## src/rtl/vga_sync_rx.sv

```systemverilog
// -----------------------------------------------------------------------------
// vga_sync_rx
// Recovers raster timing from free-running HS/VS inputs. It measures the line
// length (clocks) and frame length (lines), and declares lock once
// LOCK_FRAMES consecutive frames repeat the same geometry. While locked it
// produces hcount/vcount/de, and it drops lock with a one-clock err pulse when
// the timing breaks.
//
// Optional build macro:
//   VGA_SYNC_RX_POLARITY_DETECT_EN - per-signal sync polarity detection. A
//   sync is taken as active-high when it spends more clocks low than high over
//   the last complete line (HS) or frame (VS). A polarity change forces SEARCH.
//   When the macro is undefined, both syncs are active-high.
//
// Ports:
//   clk       in   pixel clock
//   arstn     in   asynchronous active-low reset
//   hs_in     in   horizontal sync, asynchronous to clk
//   vs_in     in   vertical sync, asynchronous to clk
//   hcount    out  [11:0] horizontal position, 0 = first sync clock
//   vcount    out  [11:0] line number, 0 = first vsync line
//   de        out  active-video strobe (locked only)
//   locked    out  timing stable
//   h_period  out  [11:0] last measured line length, clocks
//   v_lines   out  [11:0] last measured frame length, lines
//   err       out  one-clock pulse when timing breaks while locked
// -----------------------------------------------------------------------------
module vga_sync_rx #(
  parameter int HD          = 1280,
  parameter int HR          = 112,
  parameter int HB          = 248,
  parameter int VD          = 1024,
  parameter int VR          = 3,
  parameter int VB          = 38,
  parameter int LOCK_FRAMES = 2
) (
  input  logic        clk,
  input  logic        arstn,
  input  logic        hs_in,
  input  logic        vs_in,
  output logic [11:0] hcount,
  output logic [11:0] vcount,
  output logic        de,
  output logic        locked,
  output logic [11:0] h_period,
  output logic [11:0] v_lines,
  output logic        err
);

  // state   | meaning
  // SEARCH  | waiting for a VS start; hcount/vcount held at 0
  // MEASURE | comparing each frame's geometry with the previous frame's
  // LOCKED  | geometry trusted; every line and frame is checked against it
  typedef enum logic [1:0] {
    SEARCH  = 2'd0,
    MEASURE = 2'd1,
    LOCKED  = 2'd2
  } state_t;

  localparam logic [11:0] CNT_MAX = 12'hFFF;
  localparam logic [3:0]  LOCK_N  = 4'(LOCK_FRAMES);
  localparam logic [11:0] DE_H0   = 12'(HR + HB);
  localparam logic [11:0] DE_H1   = 12'(HR + HB + HD);
  localparam logic [11:0] DE_V0   = 12'(VR + VB);
  localparam logic [11:0] DE_V1   = 12'(VR + VB + VD);

  // [0],[1] form the synchronizer; [2] is the previous synchronized value
  logic [2:0] hs_sync_q, vs_sync_q;
  logic       hs_s, hs_p, vs_s, vs_p;
  logic       hs_start, vs_start, pol_chg;

  always_ff @(posedge clk or negedge arstn) begin
    if (!arstn) begin
      hs_sync_q <= '0;
      vs_sync_q <= '0;
    end else begin
      hs_sync_q <= {hs_sync_q[1:0], hs_in};
      vs_sync_q <= {vs_sync_q[1:0], vs_in};
    end
  end

  assign hs_s = hs_sync_q[1];
  assign hs_p = hs_sync_q[2];
  assign vs_s = vs_sync_q[1];
  assign vs_p = vs_sync_q[2];

`ifdef VGA_SYNC_RX_POLARITY_DETECT_EN
  // High/low occupancy is counted between rising edges of the synchronized
  // signal. The choice of edge does not matter, because both edges repeat
  // once per line or frame.
  logic        hs_rise, vs_rise;
  logic        hs_pol_q, vs_pol_q;
  logic        hs_pol_new, vs_pol_new;
  logic [11:0] hs_hi_q, hs_lo_q;
  logic [21:0] vs_hi_q, vs_lo_q;

  assign hs_rise    = hs_s & ~hs_p;
  assign vs_rise    = vs_s & ~vs_p;
  assign hs_pol_new = (hs_lo_q > hs_hi_q);
  assign vs_pol_new = (vs_lo_q > vs_hi_q);
  assign pol_chg    = (hs_rise & (hs_pol_new != hs_pol_q)) |
                      (vs_rise & (vs_pol_new != vs_pol_q));
  assign hs_start   = hs_pol_q ? (hs_s & ~hs_p) : (~hs_s & hs_p);
  assign vs_start   = vs_pol_q ? (vs_s & ~vs_p) : (~vs_s & vs_p);

  always_ff @(posedge clk or negedge arstn) begin
    if (!arstn) begin
      hs_pol_q <= 1'b1;
      vs_pol_q <= 1'b1;
      hs_hi_q  <= '0;
      hs_lo_q  <= '0;
      vs_hi_q  <= '0;
      vs_lo_q  <= '0;
    end else begin
      if (hs_rise) begin
        hs_pol_q <= hs_pol_new;
        hs_hi_q  <= 12'd1;
        hs_lo_q  <= '0;
      end else if (hs_s) begin
        if (hs_hi_q != '1) hs_hi_q <= hs_hi_q + 12'd1;
      end else begin
        if (hs_lo_q != '1) hs_lo_q <= hs_lo_q + 12'd1;
      end
      if (vs_rise) begin
        vs_pol_q <= vs_pol_new;
        vs_hi_q  <= 22'd1;
        vs_lo_q  <= '0;
      end else if (vs_s) begin
        if (vs_hi_q != '1) vs_hi_q <= vs_hi_q + 22'd1;
      end else begin
        if (vs_lo_q != '1) vs_lo_q <= vs_lo_q + 22'd1;
      end
    end
  end
`else
  assign hs_start = hs_s & ~hs_p;
  assign vs_start = vs_s & ~vs_p;
  assign pol_chg  = 1'b0;
`endif

  logic [11:0] hcnt_q, vcnt_q, h_period_q, v_lines_q;
  logic [11:0] h_meas, v_meas;
  logic        vs_pend_q, frame_end;

  assign h_meas    = hcnt_q + 12'd1;
  assign v_meas    = vcnt_q + 12'd1;
  // A frame closes on the first HS start at or after a VS start, including
  // the case where both starts fall on the same clock.
  assign frame_end = hs_start & (vs_start | vs_pend_q);

  always_ff @(posedge clk or negedge arstn) begin
    if (!arstn) begin
      hcnt_q     <= '0;
      vcnt_q     <= '0;
      vs_pend_q  <= 1'b0;
      h_period_q <= '0;
      v_lines_q  <= '0;
    end else begin
      if (hs_start) begin
        hcnt_q     <= '0;
        h_period_q <= h_meas;
      end else if (hcnt_q != CNT_MAX) begin
        hcnt_q <= h_meas;
      end
      if (frame_end) begin
        vcnt_q    <= '0;
        v_lines_q <= v_meas;
      end else if (hs_start && vcnt_q != CNT_MAX) begin
        vcnt_q <= v_meas;
      end
      if (hs_start)      vs_pend_q <= 1'b0;
      else if (vs_start) vs_pend_q <= 1'b1;
    end
  end

  state_t      state_q;
  logic [3:0]  match_q;
  logic [11:0] prev_h_q, prev_v_q;
  logic        prev_vld_q, err_q, lock_fault;

  // A frame that runs past v_lines is caught on the extra line, so a missing
  // VS does not leave a stale lock in place until the line counter saturates.
  assign lock_fault = (hs_start && h_meas != h_period_q) ||
                      (frame_end && v_meas != v_lines_q) ||
                      (hs_start && !frame_end && v_meas >= v_lines_q) ||
                      (hcnt_q == CNT_MAX);

  always_ff @(posedge clk or negedge arstn) begin
    if (!arstn) begin
      state_q    <= SEARCH;
      match_q    <= '0;
      prev_h_q   <= '0;
      prev_v_q   <= '0;
      prev_vld_q <= 1'b0;
      err_q      <= 1'b0;
    end else begin
      err_q <= 1'b0;
      if (pol_chg) begin
        state_q    <= SEARCH;
        match_q    <= '0;
        prev_vld_q <= 1'b0;
      end else begin
        case (state_q)
          SEARCH: begin
            prev_vld_q <= 1'b0;
            if (vs_start) begin
              state_q <= MEASURE;
              match_q <= '0;
              if (frame_end) begin
                prev_h_q   <= h_meas;
                prev_v_q   <= v_meas;
                prev_vld_q <= 1'b1;
              end
            end
          end
          MEASURE: begin
            if (frame_end) begin
              if (prev_vld_q && h_meas == prev_h_q && v_meas == prev_v_q) begin
                if (match_q + 4'd1 >= LOCK_N) state_q <= LOCKED;
                match_q <= match_q + 4'd1;
              end else begin
                match_q <= '0;
              end
              prev_h_q   <= h_meas;
              prev_v_q   <= v_meas;
              prev_vld_q <= 1'b1;
            end
          end
          LOCKED: begin
            if (lock_fault) begin
              state_q    <= SEARCH;
              match_q    <= '0;
              prev_vld_q <= 1'b0;
              err_q      <= 1'b1;
            end
          end
          default: state_q <= SEARCH;
        endcase
      end
    end
  end

  assign locked   = (state_q == LOCKED);
  assign hcount   = (state_q == SEARCH) ? '0 : hcnt_q;
  assign vcount   = (state_q == SEARCH) ? '0 : vcnt_q;
  assign h_period = h_period_q;
  assign v_lines  = v_lines_q;
  assign err      = err_q;
  assign de       = locked &&
                    (hcnt_q >= DE_H0) && (hcnt_q < DE_H1) &&
                    (vcnt_q >= DE_V0) && (vcnt_q < DE_V1);

endmodule

```

## config.mk

```make
export PLATFORM = sky130hd
export DESIGN_NAME = vga_sync_rx
export DESIGN_NICKNAME = d
export VERILOG_FILES = /design/src/rtl/vga_sync_rx.sv
export SDC_FILE = /design/constraint.sdc
export NUM_CORES = 1
export LEC_CHECK = 0
export ABC_AREA = 1
export CORE_MARGIN = 1
export CORE_UTILIZATION = 36
export DETAILED_ROUTE_END_ITERATION = 8
export GPL_ROUTABILITY_DRIVEN = 0
export SYNTH_ARGS = -nofsm -noshare
export SYNTH_HDL_FRONTEND = slang
export SYNTH_SLANG_ARGS = --single-unit
```

## constraint.sdc

```tcl
create_clock -name clk -period 2.6 [get_ports clk]
set_input_delay 0.52 -clock clk [delete_from_list [all_inputs] [get_ports clk]]
set_output_delay 0.52 -clock clk [all_outputs]
set_load 0.01 [all_outputs]
```

# After elaboration in Yosys (flattened, before gate mapping)
# Cells that the tools add are included.
# Widths: inputs -> output; s select.
[totals]
elab_cells = 99
ff_bits = 87
[classes]
order_cmp = 6
n_reduce_logical = 25
eq_ne = 14
mux = 32
n_bitwise = 6
add_sub_neg = 3
[op_table]
columns = ["cell", "count"]
rows = [
  ["$mux 12", 10],
  ["$pmux 12 s2", 2],
  ["$add 12x1->12 const B", 2],
  ["$eq 12x12->1", 2],
  ["$lt 12x11->1 const B", 2],
  ["$ne 12x12->1", 2],
  ["$ne 12x12->1 const B", 2],
  ["$mux 4", 4],
  ["$eq 12x12->1 const B", 1],
  ["$ge 12x12->1", 1],
  ["$ge 12x6->1 const B", 1],
  ["$ge 12x9->1 const B", 1],
  ["$pmux 4 s3", 1],
  ["$logic_and 1x1->1", 11],
  ["$mux 2", 5],
  ["$mux 1", 8],
  ["$ne 2x2->1 const B", 4],
  ["$reduce_bool 2->1", 4],
  ["$pmux 2 s3", 1],
  ["$reduce_and 5->1", 1],
  ["$add 4x1->4 const B", 1],
  ["$ge 4x2->1 const B", 1],
  ["$reduce_and 4->1", 1],
  ["$and 1x1->1", 3],
  ["12 further kinds", 15],
]

# Logic depth before layout (Yosys ltp)
# Gate-level depths: netlist of run 1.
[logic_depth]
word_depth = 11
mapped_depth = 23

# Worst setup path after synthesis of run 1
# No wires, ideal clock.
[synth_timing]
path_kind = "register to register"
from = "register vcnt_q[0]"
to = "register match_q[0]"
setup_time_ns = 0.118
required_time_ns = 2.482
slack_ns = -0.138
period_less_slack_ns = 2.738
path_stages_with_launch = 23
t_arrival_ns = 2.620
path_buffers = 0
path_cell_list = "dfrtp_1 > ha_1 > nand2_1 > nor2_1 > nand4_1 > nand2_1 > inv_1 > ha_1 > nand2_1 > nor2_1 > nand2_1 > nor2_1 > nor2_1 > nand3_1 > nand2_1 > nand2_1 > nor2_1 > nand2_1 > nand2_2 > nand3_4 > nand3_2 > nand2_1 > nand2_1"
[synth_via]
elab_chain_cells = 8
word_cells_on_any_way = 15
[synth_lines]
columns = ["element", "line_no", "text"]
rows = [
  ["start, declared", "141", "logic [11:0] hcnt_q, vcnt_q, h_period_q, v_lines_q;"],
  ["start signal, assigned", "169", "vcnt_q <= v_meas;"],
  ["$add 12x1->12 (*)", "146", "assign v_meas = vcnt_q + 12'd1;"],
  ["net v_meas[10]", "142", "logic [11:0] h_meas, v_meas;"],
  ["parallel branches: the longest is 7 deep, another holds $ge 12x12->1", "n/a", ""],
  ["end signal, assigned", "220", "match_q <= match_q + 4'd1;"],
  ["end, declared", "177", "logic [3:0] match_q;"],
]
# Mark *: on every way through the listed nets, which the timed path passes. The select of a mux whose other input is x is not followed.
# A chain may end at the register's enable or synchronous reset.

# Worst setup path after layout of run 1
[layout_timing]
from = "register vcnt_q[1]"
to = "register match_q[3]"
# The elaborated chain is that of the path after synthesis.

==> impl_metrics.tcl, run 1 <==
set metrics [dict create \
    relSlewSlack 0.569 \
    wl_mm 15.5 \
    hp-class "in2async" \
    worstPathMaxFanout 5 \
    dieHeight_microns 123 \
    layout_commonest_cell "nand2_1" \
    fmax_mhz 350 \
    arrival_ps 3100 \
    synth_warnings 0 \
    utilization 0.504 \
    finalSetupViolCount 21 \
    fin_nets 891 \
    ir_drop_v 0.000365 \
    drive_gt1_frac 0.175 \
    clock-root-buffer "clkbuf_16" \
    first_global_vias 5079 \
    drc 0 \
    antenna_found_initial 0 \
    syn_inst 740 \
    hold_slack_ps 200 \
    drt.antenna.violating_nets 0 \
    syn_area_sq_um 5290 \
    cp-end-kind "flip-flop" \
    instances_no_fill 1049 \
    crit_chain "buf_6 > ha_4 > nand2_4 > nor2_4 > nand4_1 > nand2_2 > inv_2 > ha_4 > nand2_4 > nor2_4 > nand2_2 > nor2_2 > buf_4 > buf_4 > buf_4 > o21ai_1 > inv_1 > nand3_4 > nand3_4 > nand2_2 > nand2_1" \
    clock_skew_ps 5.51 \
    clk_path_buf_depth 2 \
    hpwl_mm 11.3 \
    maxCapViolations 0 \
    crit_buf_inv 6 \
    synth-edff-count 0 \
    grt_overflow 0 \
    synth.avg_cell_area_sq_um 7.14 \
    io_pins 55 \
    via_count 5251 \
    cts.sinks 87 \
    hold_viol_final 0 \
    mostFrequentLayoutCells "nand2_1 (208), inv_1 (93), dfrtp_1 (85), nor2_1 (73), buf_4 (70)" \
    drt_iter0_markers 365 \
    clk_latency_ps 350 \
    die_x_microns 123 \
    via_per_inst 5.01 \
    power_w 0.00464 \
    maxSlewViolCount 0 \
    drt_pre_antenna_iters 6 \
    cts_buffers 9 \
    fin_ws_ps -256 \
    grtUsageTotal 0.218 \
    cts_tree "done" \
    diodes 0 \
    start_kind "flip-flop" \
    min_period_over_period 1.10 \
    max_stage_delay_ps 380 \
    worstMarginPinSlew_ps 647 \
    synth_seq_cells 87 \
    worstSetupPathType "reg2reg" \
    rows 43 \
    initial_core_util 0.375 \
    path_clk_slew_ps 60 \
    power_density_nw_per_um2 652 \
    violations "setup timing" \
    avgRoutedWirePerCell_microns 14.8 \
    syn_nets 767 \
    portBuffers 54 \
    crit_required_ps 2840 \
    crit_slowest_cell "dfrtp_1" \
    ys_seq_area_frac 0.412 \
    cts_max_level 3 \
    die_area_sq_um 15200 \
    rsz0062_at_grt "true" \
    synth_cell_type_count 37 \
    syn_to_final_growth_pct 34.5 \
    core_sq_um 14100 \
    cts_hold_buf 0 \
    grt_pass1_wl_mm 25.0 \
    synth_top_flop_cell "dfrtp_1" \
    period_needed_ps 2860 \
    status "complete, but fails checks" \
    p_leak_nw 3.43 \
    placed_cells 1013 \
    crit_family "simple AND/OR/NAND/NOR gates" \
    async_reset_ff_frac 1.00 \
    grt_max_degree 47 \
]
timing repair:
| item | CTS | global route |
|---|---|---|
| gates cloned | 1 | 0 |
| resized for setup | 37 | 18 |
| pin swaps | 24 | 15 |
| buffers inserted | 13 | 6 |
| setup endpoints to repair | 8 | 27 |
layout make-up:
cell class                      instances  area [sq um]
Timing Repair Buffer                  128          1120
Multi-Input combinational cell        539          2880
Inverter                               99           377
Sequential cell                        87          2180
Clock buffer                           13           260
Tap cell                              180           225
Clock inverter                          3          65.1
Fill cell                            1340          6990
flip-flops by register name, indices dropped and copies added, names as in the netlist:
| name | flops |
|---|---|
| err | 1 |
| h_period | 12 |
| hcnt_q | 12 |
| hs_sync_q | 3 |
| match_q | 4 |
| prev_h_q | 12 |
| prev_v_q | 12 |
| prev_vld_q | 1 |
| state_q | 2 |
| v_lines | 12 |
| vcnt_q | 12 |
| vs_pend_q | 1 |
| vs_sync_q | 3 |
where the power goes:
group	leakage (nW)	total, W	internal [W]	switching (W)
combinational	2.10	0.00157	0.000659	0.000912
sequential	1.17	0.00163	0.00149	0.000136
clock	0.160	0.00143	0.000894	0.000541
stage by stage:
stage	setup TNS, ps	setup WS (ps)	area [sq um]
after detailed placement	-1160	-172	6440
after CTS	-386	-62.2	6990
after global routing	-6640	-453	7110
final	-3450	-256	7110
after floorplan	0	9.23	5300
after global placement	-637	-99.7	6440
per-layer routing:
layer  track usage  vias up  share of wire
met1         0.272     2512           0.45
met4        0.0889        0          0.024
met2         0.370       91           0.50
li1              -     2623              -
met5             0        -              0
met3        0.0397       25          0.033
cells in the mapped netlist, types with 2 or more instances:
library cell	n	share of area
nand2_1	221	0.16
inv_1	94	0.067
dfrtp_1	87	0.41
nor2_1	80	0.057
nand3_1	59	0.056
o21ai_0	58	0.055
ha_1	23	0.054
a21oi_1	19	0.018
nand4_1	13	0.015
clkbuf_1	12	0.0085
nand3b_1	10	0.014
o22ai_1	10	0.012
nand2_2	8	0.0095
xnor2_1	6	0.0099
inv_2	4	0.0028
nor2_2	4	0.0047
nor2_4	4	0.0085
nor3_1	3	0.0028
nor4_1	3	0.0036
a31oi_1	2	0.0024
buf_2	2	0.0019
nand3_2	2	0.0038
o21bai_1	2	0.0028
final timing paths:
| check | startpoint | to | slack, ps | cells after the start |
|---|---|---|---|---|
| max in group asynchronous | arstn | prev_v_q[1] | 1760 | 2 |
| max reg2reg | vcnt_q[1] | match_q[3] | -260 | 21 |
| min reg2reg | hs_sync_q[0] | hs_sync_q[1] | 350 | 0 |
| max | vcnt_q[1] | match_q[3] | -260 | 21 |
| min | arstn | prev_v_q[9] | 200 | 1 |
| min in group clk | hs_sync_q[0] | hs_sync_q[1] | 350 | 0 |
cells by family (layout without fill, tap and decap cells):
family | after synthesis | count (layout) | share of synthesized area
and+or+nand+nor | 410 | 411 | 0.339
xor gates and xnor gates | 7 | 7 | 0.0116
adders and majority gates | 23 | 23 | 0.0545
AOI/OAI and AO/OA | 98 | 98 | 0.101
DFF | 87 | 87 | 0.412
buffers and inverters | 115 | 243 | 0.0829
Power figures use the tool's default switching activity.
==> run 2, diff against run 1 <==
==> constraint.sdc (replaced) <==
create_clock -name clk -period 2.7 [get_ports clk]
set_input_delay 0.54 -clock clk [delete_from_list [all_inputs] [get_ports clk]]
set_output_delay 0.54 -clock clk [all_outputs]
set_load 0.01 [all_outputs]
==> run 2 against run 1 <==
Against the previous run: the run now ends clean; via count up 0.53%; clock-buffer cell count down 1; worst hold slack worse by 22 ps; final cell count fell by 1.9%; clock power is essentially flat; total power is 2.9% lower; register-to-register slack gained 260 ps; utilization about the same; largest cell class unchanged; highest routed layer unchanged.
==> impl_metrics.tcl, run 2 (same netlist as run 1, synthesis figures left out) <==
set metrics [dict create \
    portBuffers 54 \
    drt_iter0_markers 366 \
    core_sq_um 14100 \
    grtUsageMet1 0.278 \
    place_area_sq_um 6270 \
    fin_nets 871 \
    grt_pass1_wl_mm 24.9 \
    final_area_sq_um 7110 \
    drive_gt1_frac 0.193 \
    fmax_mhz 371 \
    dp_slack_ps -118 \
    period_needed_ps 2700 \
    ir_drop_v 0.000333 \
    relSlewSlack 0.628 \
    cts_buffers 9 \
    fin_ws_ps 2.50 \
    path_clk_slew_ps 70 \
    cts_tree "done" \
    setup_tns_ps 0 \
    wl_mm 15.9 \
    io_pins 55 \
    clock_skew_ps 10.4 \
    via_per_inst 5.13 \
    cts.sinks 87 \
    grtUsageTotal 0.217 \
    p_leak_nw 3.34 \
    crit_chain "ha_4 > nand2_4 > nor2_4 > nand4_1 > nand2_2 > inv_2 > ha_4 > nand2_4 > nor2_4 > nand2_2 > nor2_4 > nor2_1 > nand3_1 > nand2_1 > nand2_1 > nor2_1 > nand2_1 > nand2_2 > nand3_4 > nand3_4 > nand2_2 > nand2_2" \
    clock-root-buffer "clkbuf_16" \
    mostFrequentLayoutCells "nand2_1 (193), inv_1 (85), dfrtp_1 (84), nor2_1 (74), o21ai_0 (55)" \
    hold_viol_final 0 \
    avgRoutedWirePerCell_microns 15.5 \
    worstSetupPathType "reg2reg" \
    crit_required_ps 2950 \
    die_x_microns 123 \
    antenna_found_initial 0 \
    finalSetupViolCount 0 \
    cts_max_level 3 \
    drt_pre_antenna_iters 6 \
    maxCapViolations 0 \
    met3_usage 0.0461 \
    clk_path_buf_depth 2 \
    via_count 5279 \
    dieHeight_microns 123 \
    min_period_over_period 0.999 \
    grt_busiest_layer "met2" \
    layout_commonest_cell "nand2_1" \
    start_kind "flip-flop" \
    cp-end-kind "flip-flop" \
    crit_slowest_cell "dfrtp_2" \
    power_density_nw_per_um2 633 \
    worstPathMaxFanout 5 \
    grt_max_degree 41 \
    arrival_ps 2940 \
    hpwl_mm 11.5 \
    status "completed" \
    worstMarginPinSlew_ps 558 \
    clk_latency_ps 360 \
    use_met2 0.361 \
    diodes 0 \
    hp-class "in2async" \
    rsz0062_at_grt "true" \
    max_stage_delay_ps 430 \
    grt_overflow 0 \
    crit_top_cell "nand2_2" \
    syn_to_final_growth_pct 34.5 \
    rows 43 \
    drt.antenna.violating_nets 0 \
    drc 0 \
    first_global_vias 5092 \
    die_area_sq_um 15200 \
    maxSlewViolCount 0 \
    initial_core_util 0.375 \
]
run 2: cell count changes in the layout (fill, tap and decap cells not counted), moves of 4 or more:
| cell | previous run | this run |
|---|---|---|
| buf_4 | 70 | 48 |
| ha_1 | 19 | 14 |
| ha_4 | 4 | 9 |
| inv_1 | 93 | 85 |
| inv_2 | 4 | 12 |
| nand2_1 | 208 | 193 |
| nand2_2 | 18 | 33 |
| nor2_2 | 7 | 3 |
run 2: final timing paths:
path	startpoint	endpoint	slack, ps	cells past startpoint
max in group asynchronous	arstn	vcnt_q[2]	1930	2
setup reg to reg	vcnt_q[1]	match_q[3]	3	22
min in group clk	hs_sync_q[0]	hs_sync_q[1]	360	0
setup / recovery	vcnt_q[1]	match_q[3]	3	22
hold reg to reg	hs_sync_q[0]	hs_sync_q[1]	360	0
hold / removal	arstn	v_lines[11]	180	1
run 2: stage by stage:
stage / hold slack, ps / power [W] / util / instances
after floorplan: 244 / 0.00237 / - / 740
after global placement: 333 / 0.00288 / 0.445 / 995
after detailed placement: 341 / 0.00292 / 0.445 / 995
after CTS: 190 / 0.00441 / 0.477 / 1015
after global routing: 208 / 0.00476 / 0.504 / 1029
final: 178 / 0.00450 / 0.504 / 1029
run 2: metal layers:
metal | vias up | share of wire
li1 | 2588 | -
met1 | 2526 | 0.45
met2 | 132 | 0.49
met3 | 33 | 0.039
met4 | 0 | 0.023
met5 | - | 0
run 2: final cells by class:
cell class                 instances  area (sq um)
sequential                        87          2180
multi-input combinational        539          3010
fill                            1335          6990
clock inverter                     4          76.3
tap                              180           225
timing repair buffer             108           973
clock buffer                      12           267
inverter                          99           374
run 2: what timing repair did:
item,4_1_cts,5_1_grt
resized for setup,21,74
gates cloned,1,0
buffers inserted,3,14
endpoints found under the setup margin,8,9
pin swaps,9,37
endpoints found under the hold margin,0,0
hold buffers,0,0
run 2: report_power, final:
| part | switching (W) | total, W | leakage (nW) | internal, W |
|---|---|---|---|---|
| clock | 0.000551 | 0.00144 | 0.165 | 0.000889 |
| combinational | 0.000887 | 0.00149 | 2.01 | 0.000600 |
| sequential | 0.000136 | 0.00157 | 1.17 | 0.00144 |
| total | 0.00157 | 0.00450 | 3.34 | 0.00293 |
run 2: worst max-delay path: cells and delay by family, from the launching register on:
| kind | cells | cell delay (ps) |
|---|---|---|
| and+or+nand+nor | 19 | 1610 |
| adders and majority gates | 2 | 460 |
| DFF | 1 | 430 |
| buffers and inverters | 1 | 50 |
